File: src/rtl/uart_wrapped.sv
// uart_wrapped: memory-mapped UART slave on the D-bus.
//   TX: byte FIFO (TX_DEPTH entries) feeding an 8N1, LSB-first serialiser on uart_tx.
//   RX: optional, enabled by defining UART_RX_EN; deserialises uart_rx into a
//       one-byte holding register with VALID / overrun / framing-error flags.
// Registers (bus_addr[3:2]): 0 DATA, 1 STATUS, 2 DIV, 3 reserved (reads 0).
// Ports:
//   clk, rst_n          clock, asynchronous active-low reset
//   bus_req/bus_we      access request (held until bus_ack) and direction
//   bus_addr/bus_wdata  byte offset and write data
//   bus_rdata/bus_ack   read data (0 outside the ack cycle) and completion pulse
//   uart_tx             serial out, idle high
//   uart_rx             serial in, asynchronous (only used with UART_RX_EN)
module uart_wrapped #(
    parameter int unsigned TX_DEPTH    = 8,
    parameter logic [15:0] DIV_DEFAULT = 16'd433
) (
    input  logic        clk,
    input  logic        rst_n,
    input  logic        bus_req,
    input  logic        bus_we,
    input  logic [3:0]  bus_addr,
    input  logic [31:0] bus_wdata,
    output logic [31:0] bus_rdata,
    output logic        bus_ack,
    output logic        uart_tx,
    input  logic        uart_rx
);
    localparam int unsigned AW = (TX_DEPTH > 1) ? $clog2(TX_DEPTH) : 1;
    localparam int unsigned PW = AW + 1;
    localparam logic [1:0]  REG_DATA = 2'd0;
    localparam logic [1:0]  REG_STAT = 2'd1;
    localparam logic [1:0]  REG_DIV  = 2'd2;

    typedef enum logic [1:0] {TX_IDLE, TX_START, TX_DATA, TX_STOP} tx_state_e;

    // Bus decode: an access is accepted only outside the ack cycle
    logic       acc_c;
    logic [1:0] sel_c;
    logic       push_c, data_rd_c, stat_wr_c, div_wr_c;
    assign acc_c     = bus_req && !bus_ack;
    assign sel_c     = bus_addr[3:2];
    assign push_c    = acc_c &&  bus_we && (sel_c == REG_DATA);
    assign data_rd_c = acc_c && !bus_we && (sel_c == REG_DATA);
    assign stat_wr_c = acc_c &&  bus_we && (sel_c == REG_STAT);
    assign div_wr_c  = acc_c &&  bus_we && (sel_c == REG_DIV);

    logic unused_bits;
    assign unused_bits = ^{bus_addr[1:0], bus_wdata[31:16]};

    // TX FIFO with wrap-bit pointers
    logic [7:0]    fifo_mem [TX_DEPTH];
    logic [PW-1:0] wr_ptr_q, rd_ptr_q;
    logic          full_c, empty_c, pop_c, push_ok_c;
    logic [7:0]    head_c;

    assign empty_c   = (wr_ptr_q == rd_ptr_q);
    assign full_c    = (wr_ptr_q[AW-1:0] == rd_ptr_q[AW-1:0]) && (wr_ptr_q[AW] != rd_ptr_q[AW]);
    assign push_ok_c = push_c && (!full_c || pop_c);
    assign head_c    = fifo_mem[rd_ptr_q[AW-1:0]];

    always_ff @(posedge clk) begin
        if (push_ok_c) fifo_mem[wr_ptr_q[AW-1:0]] <= bus_wdata[7:0];
    end

    always_ff @(posedge clk or negedge rst_n) begin
        if (!rst_n) begin
            wr_ptr_q <= '0;
            rd_ptr_q <= '0;
        end else begin
            if (push_ok_c) wr_ptr_q <= wr_ptr_q + PW'(1);
            if (pop_c)     rd_ptr_q <= rd_ptr_q + PW'(1);
        end
    end

    // RX status view (constant zero when the receiver is not built)
    logic [7:0] rx_byte_c;
    logic       rx_valid_c, rx_ovr_c, rx_ferr_c;

    // Bus registers: ack, read data, divider, TX overflow flag
    logic [15:0] div_q;
    logic        tx_ovf_q;
    logic        tx_busy_c;
    logic [31:0] rdata_c;

    always_comb begin
        rdata_c = '0;
        case (sel_c)
            REG_DATA: rdata_c = {24'b0, rx_byte_c};
            REG_STAT: rdata_c = {25'b0, rx_ferr_c, tx_ovf_q, rx_ovr_c, rx_valid_c,
                                 tx_busy_c, empty_c, full_c};
            REG_DIV:  rdata_c = {16'b0, div_q};
            default:  rdata_c = '0;
        endcase
    end

    always_ff @(posedge clk or negedge rst_n) begin
        if (!rst_n) begin
            bus_ack   <= 1'b0;
            bus_rdata <= '0;
            div_q     <= DIV_DEFAULT;
            tx_ovf_q  <= 1'b0;
        end else begin
            bus_ack   <= acc_c;
            bus_rdata <= (acc_c && !bus_we) ? rdata_c : '0;
            if (div_wr_c) div_q <= bus_wdata[15:0];
            // A push on a full FIFO is only lost if the serialiser is not popping
            if (push_c && full_c && !pop_c)     tx_ovf_q <= 1'b1;
            else if (stat_wr_c && bus_wdata[5]) tx_ovf_q <= 1'b0;
        end
    end

    // TX serialiser state
    tx_state_e   tx_state_q, tx_state_d;
    logic [15:0] tx_cnt_q, tx_cnt_d;
    logic [2:0]  tx_bit_q, tx_bit_d;
    logic [7:0]  tx_sh_q, tx_sh_d;
    logic        tx_d;

    assign tx_busy_c = (tx_state_q != TX_IDLE);

    always_ff @(posedge clk or negedge rst_n) begin
        if (!rst_n) begin
            tx_state_q <= TX_IDLE;
            tx_cnt_q   <= '0;
            tx_bit_q   <= '0;
            tx_sh_q    <= '0;
            uart_tx    <= 1'b1;
        end else begin
            tx_state_q <= tx_state_d;
            tx_cnt_q   <= tx_cnt_d;
            tx_bit_q   <= tx_bit_d;
            tx_sh_q    <= tx_sh_d;
            uart_tx    <= tx_d;
        end
    end

    // TX next state; the baud counter reloads from div_q only at bit boundaries
    always_comb begin
        tx_state_d = tx_state_q;
        tx_cnt_d   = tx_cnt_q;
        tx_bit_d   = tx_bit_q;
        tx_sh_d    = tx_sh_q;
        tx_d       = uart_tx;
        pop_c      = 1'b0;
        case (tx_state_q)
            TX_IDLE: begin
                if (!empty_c) begin
                    pop_c      = 1'b1;
                    tx_sh_d    = head_c;
                    tx_cnt_d   = div_q;
                    tx_d       = 1'b0;
                    tx_state_d = TX_START;
                end
            end
            TX_START: begin
                if (tx_cnt_q == 16'd0) begin
                    tx_state_d = TX_DATA;
                    tx_cnt_d   = div_q;
                    tx_bit_d   = 3'd0;
                    tx_d       = tx_sh_q[0];
                end else begin
                    tx_cnt_d = tx_cnt_q - 16'd1;
                end
            end
            TX_DATA: begin
                if (tx_cnt_q == 16'd0) begin
                    tx_cnt_d = div_q;
                    if (tx_bit_q == 3'd7) begin
                        tx_state_d = TX_STOP;
                        tx_d       = 1'b1;
                    end else begin
                        tx_bit_d = tx_bit_q + 3'd1;
                        tx_sh_d  = {1'b0, tx_sh_q[7:1]};
                        tx_d     = tx_sh_q[1];
                    end
                end else begin
                    tx_cnt_d = tx_cnt_q - 16'd1;
                end
            end
            TX_STOP: begin
                if (tx_cnt_q == 16'd0) begin
                    // Back-to-back frames: chain straight into the next start bit
                    if (!empty_c) begin
                        pop_c      = 1'b1;
                        tx_sh_d    = head_c;
                        tx_cnt_d   = div_q;
                        tx_d       = 1'b0;
                        tx_state_d = TX_START;
                    end else begin
                        tx_d       = 1'b1;
                        tx_state_d = TX_IDLE;
                    end
                end else begin
                    tx_cnt_d = tx_cnt_q - 16'd1;
                end
            end
            default: tx_state_d = TX_IDLE;
        endcase
    end

`ifdef UART_RX_EN
    typedef enum logic [1:0] {RX_IDLE, RX_START, RX_DATA, RX_STOP} rx_state_e;

    rx_state_e   rx_state_q, rx_state_d;
    logic        rx_s1_q, rx_s2_q, rx_prev_q;
    logic [15:0] rx_cnt_q, rx_cnt_d;
    logic [2:0]  rx_bit_q, rx_bit_d;
    logic [7:0]  rx_sh_q, rx_sh_d;
    logic [7:0]  rx_byte_q;
    logic        rx_valid_q, rx_ovr_q, rx_ferr_q;
    logic        rx_load_c, rx_ferr_set_c;
    logic [15:0] rx_half_c;

    // Half a bit period, widened so DIV=0xFFFF does not overflow
    assign rx_half_c = 16'((17'(div_q) + 17'd1) >> 1);

    // Two-flop synchroniser plus one delayed copy for edge detection
    always_ff @(posedge clk or negedge rst_n) begin
        if (!rst_n) begin
            rx_s1_q   <= 1'b1;
            rx_s2_q   <= 1'b1;
            rx_prev_q <= 1'b1;
        end else begin
            rx_s1_q   <= uart_rx;
            rx_s2_q   <= rx_s1_q;
            rx_prev_q <= rx_s2_q;
        end
    end

    always_ff @(posedge clk or negedge rst_n) begin
        if (!rst_n) begin
            rx_state_q <= RX_IDLE;
            rx_cnt_q   <= '0;
            rx_bit_q   <= '0;
            rx_sh_q    <= '0;
        end else begin
            rx_state_q <= rx_state_d;
            rx_cnt_q   <= rx_cnt_d;
            rx_bit_q   <= rx_bit_d;
            rx_sh_q    <= rx_sh_d;
        end
    end

    // RX next state: every sample is taken when the counter reaches zero
    always_comb begin
        rx_state_d    = rx_state_q;
        rx_cnt_d      = rx_cnt_q;
        rx_bit_d      = rx_bit_q;
        rx_sh_d       = rx_sh_q;
        rx_load_c     = 1'b0;
        rx_ferr_set_c = 1'b0;
        case (rx_state_q)
            RX_IDLE: begin
                if (rx_prev_q && !rx_s2_q) begin
                    rx_cnt_d   = rx_half_c;
                    rx_state_d = RX_START;
                end
            end
            RX_START: begin
                if (rx_cnt_q == 16'd0) begin
                    if (rx_s2_q) begin
                        rx_state_d = RX_IDLE;
                    end else begin
                        rx_state_d = RX_DATA;
                        rx_cnt_d   = div_q;
                        rx_bit_d   = 3'd0;
                    end
                end else begin
                    rx_cnt_d = rx_cnt_q - 16'd1;
                end
            end
            RX_DATA: begin
                if (rx_cnt_q == 16'd0) begin
                    rx_sh_d  = {rx_s2_q, rx_sh_q[7:1]};
                    rx_cnt_d = div_q;
                    if (rx_bit_q == 3'd7) rx_state_d = RX_STOP;
                    else                  rx_bit_d   = rx_bit_q + 3'd1;
                end else begin
                    rx_cnt_d = rx_cnt_q - 16'd1;
                end
            end
            RX_STOP: begin
                if (rx_cnt_q == 16'd0) begin
                    if (rx_s2_q) rx_load_c     = 1'b1;
                    else         rx_ferr_set_c = 1'b1;
                    rx_state_d = RX_IDLE;
                end else begin
                    rx_cnt_d = rx_cnt_q - 16'd1;
                end
            end
            default: rx_state_d = RX_IDLE;
        endcase
    end

    // Holding register and flags; a load beats a concurrent DATA read
    always_ff @(posedge clk or negedge rst_n) begin
        if (!rst_n) begin
            rx_byte_q  <= '0;
            rx_valid_q <= 1'b0;
            rx_ovr_q   <= 1'b0;
            rx_ferr_q  <= 1'b0;
        end else begin
            if (rx_load_c) begin
                rx_byte_q  <= rx_sh_q;
                rx_valid_q <= 1'b1;
            end else if (data_rd_c) begin
                rx_valid_q <= 1'b0;
            end
            if (rx_load_c && rx_valid_q)        rx_ovr_q <= 1'b1;
            else if (stat_wr_c && bus_wdata[4]) rx_ovr_q <= 1'b0;
            if (rx_ferr_set_c)                  rx_ferr_q <= 1'b1;
            else if (stat_wr_c && bus_wdata[6]) rx_ferr_q <= 1'b0;
        end
    end

    assign rx_byte_c  = rx_byte_q;
    assign rx_valid_c = rx_valid_q;
    assign rx_ovr_c   = rx_ovr_q;
    assign rx_ferr_c  = rx_ferr_q;
`else
    logic unused_rx;
    assign unused_rx  = ^{uart_rx, data_rd_c, bus_wdata[6], bus_wdata[4]};
    assign rx_byte_c  = '0;
    assign rx_valid_c = 1'b0;
    assign rx_ovr_c   = 1'b0;
    assign rx_ferr_c  = 1'b0;
`endif

endmodule

File: config.mk
export PLATFORM = sky130hd
export DESIGN_NAME = uart_wrapped
export DESIGN_NICKNAME = d
export VERILOG_FILES = /design/src/rtl/uart_wrapped.sv
export SDC_FILE = /design/constraint.sdc
export NUM_CORES = 1
export LEC_CHECK = 0
export ABC_AREA = 0
export BUFFER_PORTS_ARGS = -buffer_cell sky130_fd_sc_hd__buf_2
export CORE_MARGIN = 1
export CORE_UTILIZATION = 50
export CTS_CLUSTER_DIAMETER = 80
export DETAILED_ROUTE_END_ITERATION = 6
export PLACE_DENSITY_LB_ADDON = 0.3
export SLEW_MARGIN = 10
export SYNTH_ARGS = -nofsm -noshare
export SYNTH_HDL_FRONTEND = slang
export SYNTH_SLANG_ARGS = --single-unit
File: constraint.sdc
create_clock -name clk -period 4.5 [get_ports clk]
set_clock_uncertainty 0.05 [all_clocks]
set_input_delay 1.35 -clock clk [delete_from_list [all_inputs] [get_ports clk]]
set_output_delay 1.35 -clock clk [all_outputs]
set_load 0.05 [all_outputs]
**Word level (Yosys, flattened, before mapping)**

Memory sizes are Yosys's and may differ from the RTL's.
Index checks and enable logic that the tools add are counted.

- Bits in writable memories: 64
- Output and inout port bits: 34
- Memories kept: 1
- Logic and storage cells: 95
- Input bits: 41
- Register bits after elaboration: 88

- Reductions and logical operators: 28
- Equal/unequal tests: 15
- Multiplexer cells: 36
- Add/sub/neg operators: 4

Memory list:

| name | depth | bits a word | rd ports | clocked after memory_dff | wr ports | RTL line | RTL |
|---|---|---|---|---|---|---|---|
| fifo_mem | 8 | 8 | 1 | 0 | 1 | 51 | `logic [7:0] fifo_mem [TX_DEPTH];` |

Operators with widths:

| kind | count |
|---|---|
| $mux W16 | 3 |
| $pmux W16 S3 | 1 |
| $mux W32 | 1 |
| $mux W8 | 4 |
| $pmux W16 S2 | 1 |
| $pmux W8 S3 | 1 |
| $logic_not A16 Y1 | 1 |
| $sub A16 B1 Y16 const B | 1 |
| $mux W1 | 13 |
| $ne A2 B2 Y1 const B | 6 |
| $reduce_and A4 Y1 | 3 |
| $logic_and A1 B1 Y1 | 11 |
| $mux W2 | 5 |
| $mux W3 | 3 |
| $add A4 B1 Y4 const B | 2 |
| $pmux W2 S4 | 1 |
| $eq A2 B2 Y1 const B | 3 |
| $pmux W3 S2 | 1 |
| $reduce_bool A2 Y1 | 3 |
| $reduce_and A5 Y1 | 1 |
| $eq A2 B1 Y1 const B | 2 |
| $eq A4 B4 Y1 | 1 |
| $logic_not A1 Y1 | 4 |
| $logic_not A2 Y1 | 2 |
| other kinds (9) | 9 |

**Longest topological paths before layout**

Gate-level depths: netlist of the first run.

- Word-level depth: 8
- Gate-level depth with buffers: 9
- Depth with buffers taken out: 7

**Worst setup path after synthesis of the first run**

Ideal clock, no wire load.

- Path kind: in2reg
- Start: input port bus_req
- End: memory fifo_mem[3][0], enable pin
- Cell stages on the path: 5
- Setup time: 0.383 ns
- Arrival: 3.059 ns
- Required time: 4.067 ns
- Slack: 1.007 ns
- Path through: nor2b_1 > clkdlybuf4s50_2 > nand3_1 > a21o_4 > nor3_1

- Cells in the longest elaborated chain, start to end: 6

RTL lines:

| item | RTL line | RTL |
|---|---|---|
| from (decl) | 19 | `input logic bus_req,` |
| $logic_and A1 B1 Y1 | 40 | `assign acc_c = bus_req && !bus_ack;` |
| named net acc_c | 37 | `logic acc_c;` |
| $logic_and A1 B1 Y1 (2 in series) | 42 | `assign push_c = acc_c && bus_we && (sel_c == REG_DATA);` |
| $logic_and A1 B1 Y1 | 58 | `assign push_ok_c = push_c && (!full_c \|\| pop_c);` |
| $mux W1 | 62 | `if (push_ok_c) fifo_mem[wr_ptr_q[AW-1:0]] <= bus_wdata[7:0];` |
| $mux W1 (implied by the code) | 62 |  |
| to (decl) | 51 |  |

The timed path passes the listed nets, and every way through them passes these cells.

**Worst setup path in the final report of the first run**

- Start: register tx_state_q[0]
- End: memory fifo_mem[4][2], enable pin

- Cells in the longest elaborated chain, start to end: 6
- Elaborated cells on any way between the ends: 7
- Those cells by class: 1 x eq/ne; 3 x mux; 3 x reduce/logical

RTL lines:

| item | RTL line | RTL |
|---|---|---|
| from (decl) | 113 | `tx_state_e tx_state_q, tx_state_d;` |
| from (signal assigned) | 129 | `tx_state_q <= tx_state_d;` |
| $eq A2 B2 Y1 or $logic_not A2 Y1 (tied branches) | 145 | `case (tx_state_q)` |
| $pmux W1 S2 (*) | 145 |  |
| $logic_or A1 B1 Y1 (*) | 58 |  |
| $logic_and A1 B1 Y1 (*) | 58 |  |
| $mux W1 (*) | 62 |  |
| $mux W1 (implied by the code) (*) | 62 |  |

Every way passes the cells marked *; elsewhere a longest branch is shown, timed or not.

==> results.sh, run 1 <==
export IMPL_yosysSeqAreaShare_pct=56.16
export IMPL_synth_xor_area_share_pct=2.768
export IMPL_timing_rr_start="tx_state_q[0]"
export IMPL_yosys_area_share_simple_pct=11.56
export IMPL_dr_total_vias=4405
export IMPL_ys_flop_type="dfrtp_1"
export IMPL_drv_cap=0
export IMPL_required_ns=4.50
export IMPL_cts_buffers_inserted=17
export IMPL_min_path_type="reg -> reg"
export IMPL_p_int_mw=3.153
export IMPL_ant_nets=0
export IMPL_track_usage_pct=23.14
export IMPL_vdd_ir_drop_max_mv=0.4154
export IMPL_pwr_share_seq_pct=36.0
export IMPL_gp_congestion=0.8716
export IMPL_fin_crit_sh_pct=79.70
export IMPL_ys_types=67
export IMPL_dp_cells=703
export IMPL_start_util_pct=52.01
export IMPL_drtIter0Drc=378
export IMPL_postSynthCellCount=516
export IMPL_grt_pass1_wl_mm=22.96
export IMPL_postCtsHoldBufs=0
export IMPL_crit_type="reg -> reg"
export IMPL_clk_pin_slew_ns=0.06
export IMPL_detail_route_first_pass_iterations=5
export IMPL_ys_warn_count=0
export IMPL_wl_mm=14.27
export IMPL_antenna_found_initial=0
export IMPL_fin_crit_ns=3.586
export IMPL_nets=605
export IMPL_path_max_fanout=13
export IMPL_grt_pass1_vias=4366
export IMPL_max_clock_freq_ghz=0.2788
export IMPL_clock_sinks=136
export IMPL_cp_arrival_ns=3.59
export IMPL_switching_share_pct=37.88
export IMPL_dieWidth_um=117.3
export IMPL_muxShareOfSynthArea_pct=11.21
export IMPL_htree_num_levels=4
export IMPL_synth_top_family_by_area="simple AND/OR/NAND/NOR gates"
export IMPL_clockPowerShare_pct=26.7
export IMPL_combinationalPowerShare_pct=37.3
export IMPL_io_pins=75
export IMPL_synth_compound_area_share_pct=10.24
export IMPL_critPathCaptureType="register"
export IMPL_drv_slew=0
export IMPL_clock_latency_ns=0.43
export IMPL_setup_tns_final_ns=0
export IMPL_p_sw_mw=1.923
export IMPL_rows=41
export IMPL_fp_dieArea_um2=13750
export IMPL_rsz0062_at_grt="no"
export IMPL_hpwl_mm=9.153
export IMPL_grt_max_degree=51
export IMPL_synth_area_per_cell_um2=12.88
export IMPL_synth_seq_cells=136
export IMPL_p_leak_nw=2.983
export IMPL_crit_path_start_kind="register"
export IMPL_post_cts_resized=0
export IMPL_min_from="wr_ptr_q[3]"
export IMPL_drive_above_1_share_pct=25.58
export IMPL_drc=0
export IMPL_relSlewSlack_pct=36.76
export IMPL_status="complete, no violations"
export IMPL_cts_buffer_depth=2
export IMPL_synth_area_um2=6644
export IMPL_synth_edff_count=64
export IMPL_grt_overflow=0
export IMPL_n_antenna_cell=0
export IMPL_ys_async_sr_fraction_pct=52.94
export IMPL_areaGrowthSynthToFinish_pct=12.28
export IMPL_wl_per_cell_um=19.41
export IMPL_finalHoldViolCount=0
export IMPL_die_y_um=117.3
export IMPL_r2r_slack_ns=0.91
export IMPL_startpoint="tx_state_q[0]"
export IMPL_cts_root_buf="clkbuf_16"
export IMPL_fin_cells=735
export IMPL_portBuffers=39
export IMPL_viasPerCell=5.993
export IMPL_p_per_area_nw_per_um2=680.4
export IMPL_synthAdderAreaFrac_pct=2.637
export IMPL_post_cts_buffers=0
export IMPL_tightest_slew_ns=0.9469
export IMPL_core_um2=12770
export IMPL_tritoncts="built"
export IMPL_setup_viol=0
[flip-flops by register name (all words and copies together), names as in the netlist]
| register | count |
|---|---|
| bus_ack | 1 |
| bus_rdata | 16 |
| div_q | 16 |
| fifo_mem | 64 |
| rd_ptr_q | 4 |
| tx_bit_q | 3 |
| tx_cnt_q | 16 |
| tx_ovf_q | 1 |
| tx_sh_q | 8 |
| tx_state_q | 2 |
| uart_tx | 1 |
| wr_ptr_q | 4 |
[logic make-up after synthesis]
| kind of cell | Yosys count |
|---|---|
| AO/OA/AOI/OAI | 98 |
| XOR/XNOR | 21 |
| adder cells (fa/ha/maj) | 14 |
| buffers and inverters | 60 |
| flip-flops | 136 |
| multiplexers | 51 |
| other | 1 |
| AND/OR/NAND/NOR | 135 |
[per-stage QoR]
stage	util (%)	power [mW]	hold WS, ns	area (um^2)	setup WS, ns
floorplan	-	3.317	0.3989	6700	1.007
global placement	53.86	3.598	0.4205	6880	1.134
detailed placement	53.86	3.695	0.4293	6880	1.074
CTS	58.40	5.065	0.4401	7460	0.9788
global route	58.40	5.346	0.4604	7460	0.8029
finish	58.40	5.076	0.4384	7460	0.9135
[power by group through the flow]
stage | Sequential (mW) | Clock (mW) | Combinational, mW
2_1_floorplan | 1.72 | 0 | 1.60
3_3_place_gp | 1.82 | 0 | 1.78
3_5_place_dp | 1.83 | 0 | 1.86
4_1_cts | 1.82 | 1.36 | 1.88
5_1_grt | 1.86 | 1.42 | 2.06
6_report | 1.83 | 1.35 | 1.90
[Yosys cell counts (12+ instances only)]
cell type | instances | share of area, %
nand2_1 | 23 | 1.3
edfxtp_1 | 64 | 29
and2_1 | 12 | 1.1
clkbuf_1 | 17 | 0.96
mux4_2 | 16 | 5.4
a21oi_1 | 19 | 1.4
dfrtp_1 | 66 | 25
ha_1 | 14 | 2.6
nor2_1 | 43 | 2.4
buf_4 | 19 | 2.1
o21ai_0 | 21 | 1.6
xnor2_1 | 12 | 1.6
mux2_2 | 24 | 4.1
[routing by layer]
layer	up-vias	wire length [um]	GRT usage, %	share of wire [%]
met5	-	0	0	0
met4	0	251	9.114	1.8
met3	24	940	6.076	6.6
met2	174	6749	35.18	47
met1	2237	6326	31.87	44
li1	1970	-	-	-
[worst max-delay path, stage by stage, from the launching register on]
cell,delay (ns)
dfrtp_1,0.43
ha_1,0.51
nor4b_1,0.40
a41oi_1,0.28
or3_1,0.54
a21o_4,0.31
nor4b_4,0.69
[path summary, 6_finish.rpt]
path                                  endpoint  cells past startpoint
min in group asynchronous         bus_rdata[8]                      1
worst max register to register  fifo_mem[4][2]                      6
worst min register to register     wr_ptr_q[3]                      1
worst min-delay path               wr_ptr_q[3]                      1
max in group asynchronous           tx_sh_q[0]                      2
worst max-delay path            fifo_mem[4][2]                      6
[placed cells by master (no fill, tap or decap), types with 6 or more instances in the layout]
cell,synthesis,final
dfrtp_1,66,66
edfxtp_1,64,64
nor2_1,43,43
buf_2,6,39
mux2_2,24,24
nand2_1,23,23
o21ai_0,21,21
a21oi_1,19,19
clkbuf_16,0,17
mux4_2,16,16
conb_1,1,16
ha_1,14,14
xnor2_1,12,12
and2_1,12,12
nor3_1,11,11
buf_4,19,11
inv_1,10,10
xor2_1,9,9
a221oi_1,9,9
o22a_1,8,8
mux2i_1,8,8
nand3_1,7,7
a211oi_1,7,7
clkinvlp_4,0,6
dfstp_2,6,6
[cell type report]
class,count,area [um^2]
Clock buffer,18,429.2
Clock inverter,14,150.1
Fill cell,987,5314
Inverter,10,37.54
Multi-Input combinational cell,335,2619
Sequential cell,136,3731
Tap cell,172,215.2
Timing Repair Buffer,50,277.8
(Power assumes the default switching activity.)
==> run 2, diff against run 1 <==
==> constraint.sdc (replaced) <==
create_clock -name clk -period 3.5 [get_ports clk]
set_clock_uncertainty 0.05 [all_clocks]
set_input_delay 1.05 -clock clk [delete_from_list [all_inputs] [get_ports clk]]
set_output_delay 1.05 -clock clk [all_outputs]
set_load 0.05 [all_outputs]
==> results.sh, run 2 (synthesis results as in run 1) <==
export IMPL_viasPerCell=5.915
export IMPL_slowest_stage="or3_1"
export IMPL_cpMostUsedCell="nor4b_2"
export IMPL_wl_per_cell_um=19.39
export IMPL_gp_congestion=0.8675
export IMPL_p_leak_nw=3.060
export IMPL_n_antenna_cell=0
export IMPL_relSlewSlack_pct=34.38
export IMPL_critPathMaxStageDelay_ns=0.51
export IMPL_hpwl_mm=9.339
export IMPL_cts_root_buf="clkbuf_16"
export IMPL_portBuffers=39
export IMPL_cts_buffers_inserted=17
export IMPL_io_pins=75
export IMPL_fin_crit_ns=3.160
export IMPL_critPathCaptureType="register"
export IMPL_cp_endpoint="fifo_mem[2][7]"
export IMPL_crit_type="reg -> reg"
export IMPL_setup_viol=0
export IMPL_setup_tns_final_ns=0
export IMPL_clock_latency_ns=0.42
export IMPL_post_cts_buffers=0
export IMPL_grt_max_degree=73
export IMPL_dr_total_vias=4395
export IMPL_startpoint="tx_cnt_q[0]"
export IMPL_final_common_cell="dfrtp_1"
export IMPL_drive_above_1_share_pct=26.27
export IMPL_post_cts_resized=0
export IMPL_path_max_fanout=7
export IMPL_postCtsHoldBufs=0
export IMPL_fin_crit_sh_pct=90.30
export IMPL_die_y_um=117.3
export IMPL_clock_sinks=136
export IMPL_finalHoldViolCount=0
export IMPL_r2r_cells=8
export IMPL_rsz0062_at_grt="no"
export IMPL_start_util_pct=52.01
export IMPL_antenna_found_initial=0
export IMPL_core_um2=12770
export IMPL_areaGrowthSynthToFinish_pct=14.05
export IMPL_drtIter0Drc=309
export IMPL_status="complete, no violations"
export IMPL_rows=41
export IMPL_track_usage_pct=23.43
export IMPL_drv_cap=0
export IMPL_rr_endpoint="fifo_mem[2][7]"
export IMPL_ant_nets=0
export IMPL_min_path_type="reg -> reg"
export IMPL_grt_pass1_wl_mm=23.27
export IMPL_grt_overflow=0
export IMPL_tightest_slew_ns=0.9806
export IMPL_crit_chain="inv_1 -> ha_1 -> nor4b_2 -> a41oi_1 -> or3_1 -> a21o_4 -> nor4b_2 -> buf_4"
export IMPL_fin_cells=743
export IMPL_nets=613
export IMPL_tritoncts="built"
export IMPL_final_cell_mix="dfrtp_1, edfxtp_1, nor2_1"
export IMPL_wl_mm=14.41
export IMPL_clk_pin_slew_ns=0.06
export IMPL_largest_reg_flops=64
export IMPL_cp_arrival_ns=3.24
export IMPL_utilization_pct=59.32
export IMPL_grt_pass1_vias=4403
export IMPL_dp_cells=711
export IMPL_r2r_slack_ns=0.34
export IMPL_htree_num_levels=4
export IMPL_hold_worst_slack_ns=0.4390
export IMPL_fp_dieArea_um2=13750
export IMPL_dieWidth_um=117.3
export IMPL_max_clock_freq_ghz=0.3164
export IMPL_required_ns=3.58
export IMPL_timing_rr_start="tx_cnt_q[0]"
export IMPL_drc=0
export IMPL_cts_buffer_depth=2
export IMPL_drv_slew=0
export IMPL_crit_path_start_kind="register"
export IMPL_p_per_area_nw_per_um2=886.4
export IMPL_detail_route_first_pass_iterations=7
export IMPL_vdd_ir_drop_max_mv=0.4621
-- run 2: per-layer routing --
layer	routed length [um]	part of all wire, %	GRT usage [%]	vias up
met1	6437	45	32.91	2218
met5	0	0	0	-
met3	824	5.7	4.686	24
met2	6883	48	35.80	160
met4	265	1.8	9.705	0
li1	-	-	-	1993
-- run 2: through the flow --
step | power (mW) | area (um^2) | setup WS, ns
after floorplan | 4.265 | 6700 | 0.3072
after global placement | 4.682 | 6953 | 0.4631
after detailed placement | 4.785 | 6953 | 0.3830
after CTS | 6.701 | 7577 | 0.3586
after global routing | 7.076 | 7577 | 0.1169
final | 6.716 | 7577 | 0.3395
-- run 2: how the worst min path moves through the flow --
stage / startpoint / endpoint / cells after the start / slack [ns]
after CTS: tx_ovf_q / tx_ovf_q / 2 / 0.44
after detailed placement: tx_ovf_q / tx_ovf_q / 2 / 0.43
after global routing: tx_sh_q[6] / tx_sh_q[6] / 1 / 0.46
after floorplan: tx_ovf_q / tx_ovf_q / 2 / 0.40
final: tx_ovf_q / tx_ovf_q / 2 / 0.44
after global placement: tx_sh_q[6] / tx_sh_q[6] / 1 / 0.42
-- run 2: where the power goes --
| group | internal [mW] | leakage (nW) | switching, mW |
|---|---|---|---|
| logic | 1.08 | 1.28 | 1.45 |
| registers | 1.97 | 1.48 | 0.335 |
| clock network | 1.20 | 0.297 | 0.692 |
-- run 2: cell type report --
class                   instances  area [um^2]
fillers                       986         5196
flip-flops and latches        136         3731
clock inverters                13        191.4
well taps                     172        215.2
inverters                      10        37.54
multi-input cells             335         2619
repair buffers                 58        350.3
clock buffers                  19        432.9
-- run 2: worst max-delay path: cells and delay by family, from the launching register on --
kind | cells | cell delay (ns)
AO/OA/AOI/OAI | 2 | 0.57
adder cells (fa/ha/maj) | 1 | 0.17
buffers and inverters | 2 | 0.40
flip-flops | 1 | 0.39
AND/OR/NAND/NOR | 3 | 1.28
==> run 3, diff against run 2 <==
--- a/config.mk
+++ b/config.mk
@@ -11,7 +11,7 @@
 export CORE_UTILIZATION = 50
 export CTS_CLUSTER_DIAMETER = 80
 export DETAILED_ROUTE_END_ITERATION = 6
-export PLACE_DENSITY_LB_ADDON = 0.3
+export PLACE_DENSITY = 0.72
 export SLEW_MARGIN = 10
 export SYNTH_ARGS = -nofsm -noshare
 export SYNTH_HDL_FRONTEND = slang
==> results.sh, run 3 (synthesis results as in run 1) <==
export IMPL_status="complete, no violations"
export IMPL_combinationalPowerShare_pct=38.1
export IMPL_rr_endpoint="fifo_mem[6][2]"
export IMPL_nets=614
export IMPL_p_per_area_nw_per_um2=876.9
export IMPL_largest_reg_flops=64
export IMPL_cts_buffers_inserted=17
export IMPL_wl_mm=14.12
export IMPL_dr_total_vias=4380
export IMPL_post_cts_resized=0
export IMPL_max_clock_freq_ghz=0.3103
export IMPL_post_cts_buffers=0
export IMPL_crit_type="reg -> reg"
export IMPL_cts_buffer_depth=2
export IMPL_n_antenna_cell=0
export IMPL_setup_viol=0
export IMPL_clock_sinks=136
export IMPL_ant_nets=0
export IMPL_p_sw_mw=2.505
export IMPL_fin_crit_sh_pct=92.07
export IMPL_r2r_slack_ns=0.28
export IMPL_critPathCaptureType="register"
export IMPL_switching_share_pct=37.89
export IMPL_grt_max_degree=73
export IMPL_postCtsHoldBufs=0
export IMPL_areaGrowthSynthToFinish_pct=13.50
export IMPL_finalPower_mw=6.613
export IMPL_io_pins=75
export IMPL_pwr_share_seq_pct=35.0
export IMPL_rsz0062_at_grt="no"
export IMPL_cp_endpoint="fifo_mem[6][2]"
export IMPL_clock_latency_ns=0.42
export IMPL_start_util_pct=52.01
export IMPL_wl_per_cell_um=18.98
export IMPL_dp_slack_ns=0.3461
export IMPL_htree_num_levels=4
export IMPL_p_leak_nw=3.049
export IMPL_rows=41
export IMPL_core_um2=12770
export IMPL_cts_root_buf="clkbuf_16"
export IMPL_drv_slew=0
export IMPL_drtIter0Drc=297
export IMPL_crit_path_start_kind="register"
export IMPL_dieWidth_um=117.3
export IMPL_clk_pin_slew_ns=0.06
export IMPL_clockPowerShare_pct=26.9
export IMPL_viasPerCell=5.887
export IMPL_p_int_mw=4.108
export IMPL_setup_tns_final_ns=0
export IMPL_r2r_cells=7
export IMPL_track_usage_pct=22.68
export IMPL_path_max_fanout=8
export IMPL_grt_pass1_wl_mm=22.76
export IMPL_drv_cap=0
export IMPL_portBuffers=39
export IMPL_final_cell_mix="dfrtp_1, edfxtp_1, nor2_1"
export IMPL_finalHoldViolCount=0
export IMPL_grt_overflow=0
export IMPL_worst_slack_ns=0.2776
export IMPL_tritoncts="built"
export IMPL_drive_above_1_share_pct=26.75
export IMPL_startpoint="tx_cnt_q[0]"
export IMPL_relSlewSlack_pct=39.72
export IMPL_hpwl_mm=9.196
export IMPL_die_y_um=117.3
export IMPL_min_path_type="reg -> reg"
export IMPL_fin_crit_ns=3.222
export IMPL_grt_pass1_vias=4418
export IMPL_fp_dieArea_um2=13750
export IMPL_tightest_slew_ns=0.9043
export IMPL_timing_rr_start="tx_cnt_q[0]"
export IMPL_vdd_ir_drop_max_mv=0.5271
export IMPL_gp_congestion=0.8333
export IMPL_final_common_cell="dfrtp_1"
export IMPL_required_ns=3.51
export IMPL_drc=0
export IMPL_cp_arrival_ns=3.23
export IMPL_detail_route_first_pass_iterations=5
export IMPL_antenna_found_initial=0
-- run 3: cell count changes in the layout (fill, tap and decap cells not counted) --
cell	change
bufinv_16	-2
inv_8	+2
inv_6	-2
clkinv_4	+3
clkbuf_1	-2
buf_12	-1
clkinv_2	+1
buf_4	+2
-- run 3: layout make-up --
| cell class | instances | area, um^2 |
|---|---|---|
| timing repair buffer | 59 | 345.3 |
| clock inverter | 15 | 167.7 |
| multi-input combinational | 335 | 2619 |
| fill | 1002 | 5233 |
| tap | 172 | 215.2 |
| inverter | 10 | 37.54 |
| clock buffer | 17 | 425.4 |
| sequential | 136 | 3731 |
-- run 3: worst min-delay path by stage --
stage / from / slack [ns] / cells past startpoint / end
global route: wr_ptr_q[3] / 0.46 / 1 / wr_ptr_q[3]
CTS: tx_ovf_q / 0.44 / 2 / tx_ovf_q
finish: tx_ovf_q / 0.43 / 2 / tx_ovf_q
detailed placement: tx_ovf_q / 0.42 / 2 / tx_ovf_q
floorplan: tx_ovf_q / 0.40 / 2 / tx_ovf_q
global placement: tx_ovf_q / 0.42 / 2 / tx_ovf_q
-- run 3: metal layers --
| metal | vias up | track usage, % | share of wire [%] |
|---|---|---|---|
| met5 | - | 0 | 0 |
| met4 | 0 | 10.13 | 1.9 |
| met3 | 30 | 5.046 | 5.4 |
| met2 | 171 | 34.55 | 48 |
| met1 | 2197 | 31.29 | 45 |
| li1 | 1982 | - | - |
-- run 3: through the flow --
stage	hold WS (ns)	cells	utilization [%]	instance area [um^2]
2_1_floorplan	0.3989	531	-	6700
5_1_grt	0.4603	744	59.04	7541
3_5_place_dp	0.4225	712	54.39	6948
6_report	0.4349	744	59.04	7541
3_3_place_gp	0.4163	712	54.39	6948
4_1_cts	0.4384	744	59.04	7541
-- run 3: worst max-delay path, cell delays in order (launching register included) --
cell and delay (ns):
dfrtp_1 0.40, inv_1 0.14, ha_1 0.21, nor4b_2 0.38
a41oi_1 0.27, or3_1 0.53, a21oi_1 0.31, and4b_1 0.57
-- run 3: power groups by stage --
| stage | Clock [mW] | Sequential, mW | Combinational (mW) |
|---|---|---|---|
| 6_report | 1.78 | 2.31 | 2.52 |
| 5_1_grt | 1.87 | 2.35 | 2.75 |
| 4_1_cts | 1.79 | 2.31 | 2.50 |
| 3_5_place_dp | 0 | 2.33 | 2.49 |
| 3_3_place_gp | 0 | 2.31 | 2.36 |
| 2_1_floorplan | 0 | 2.21 | 2.06 |
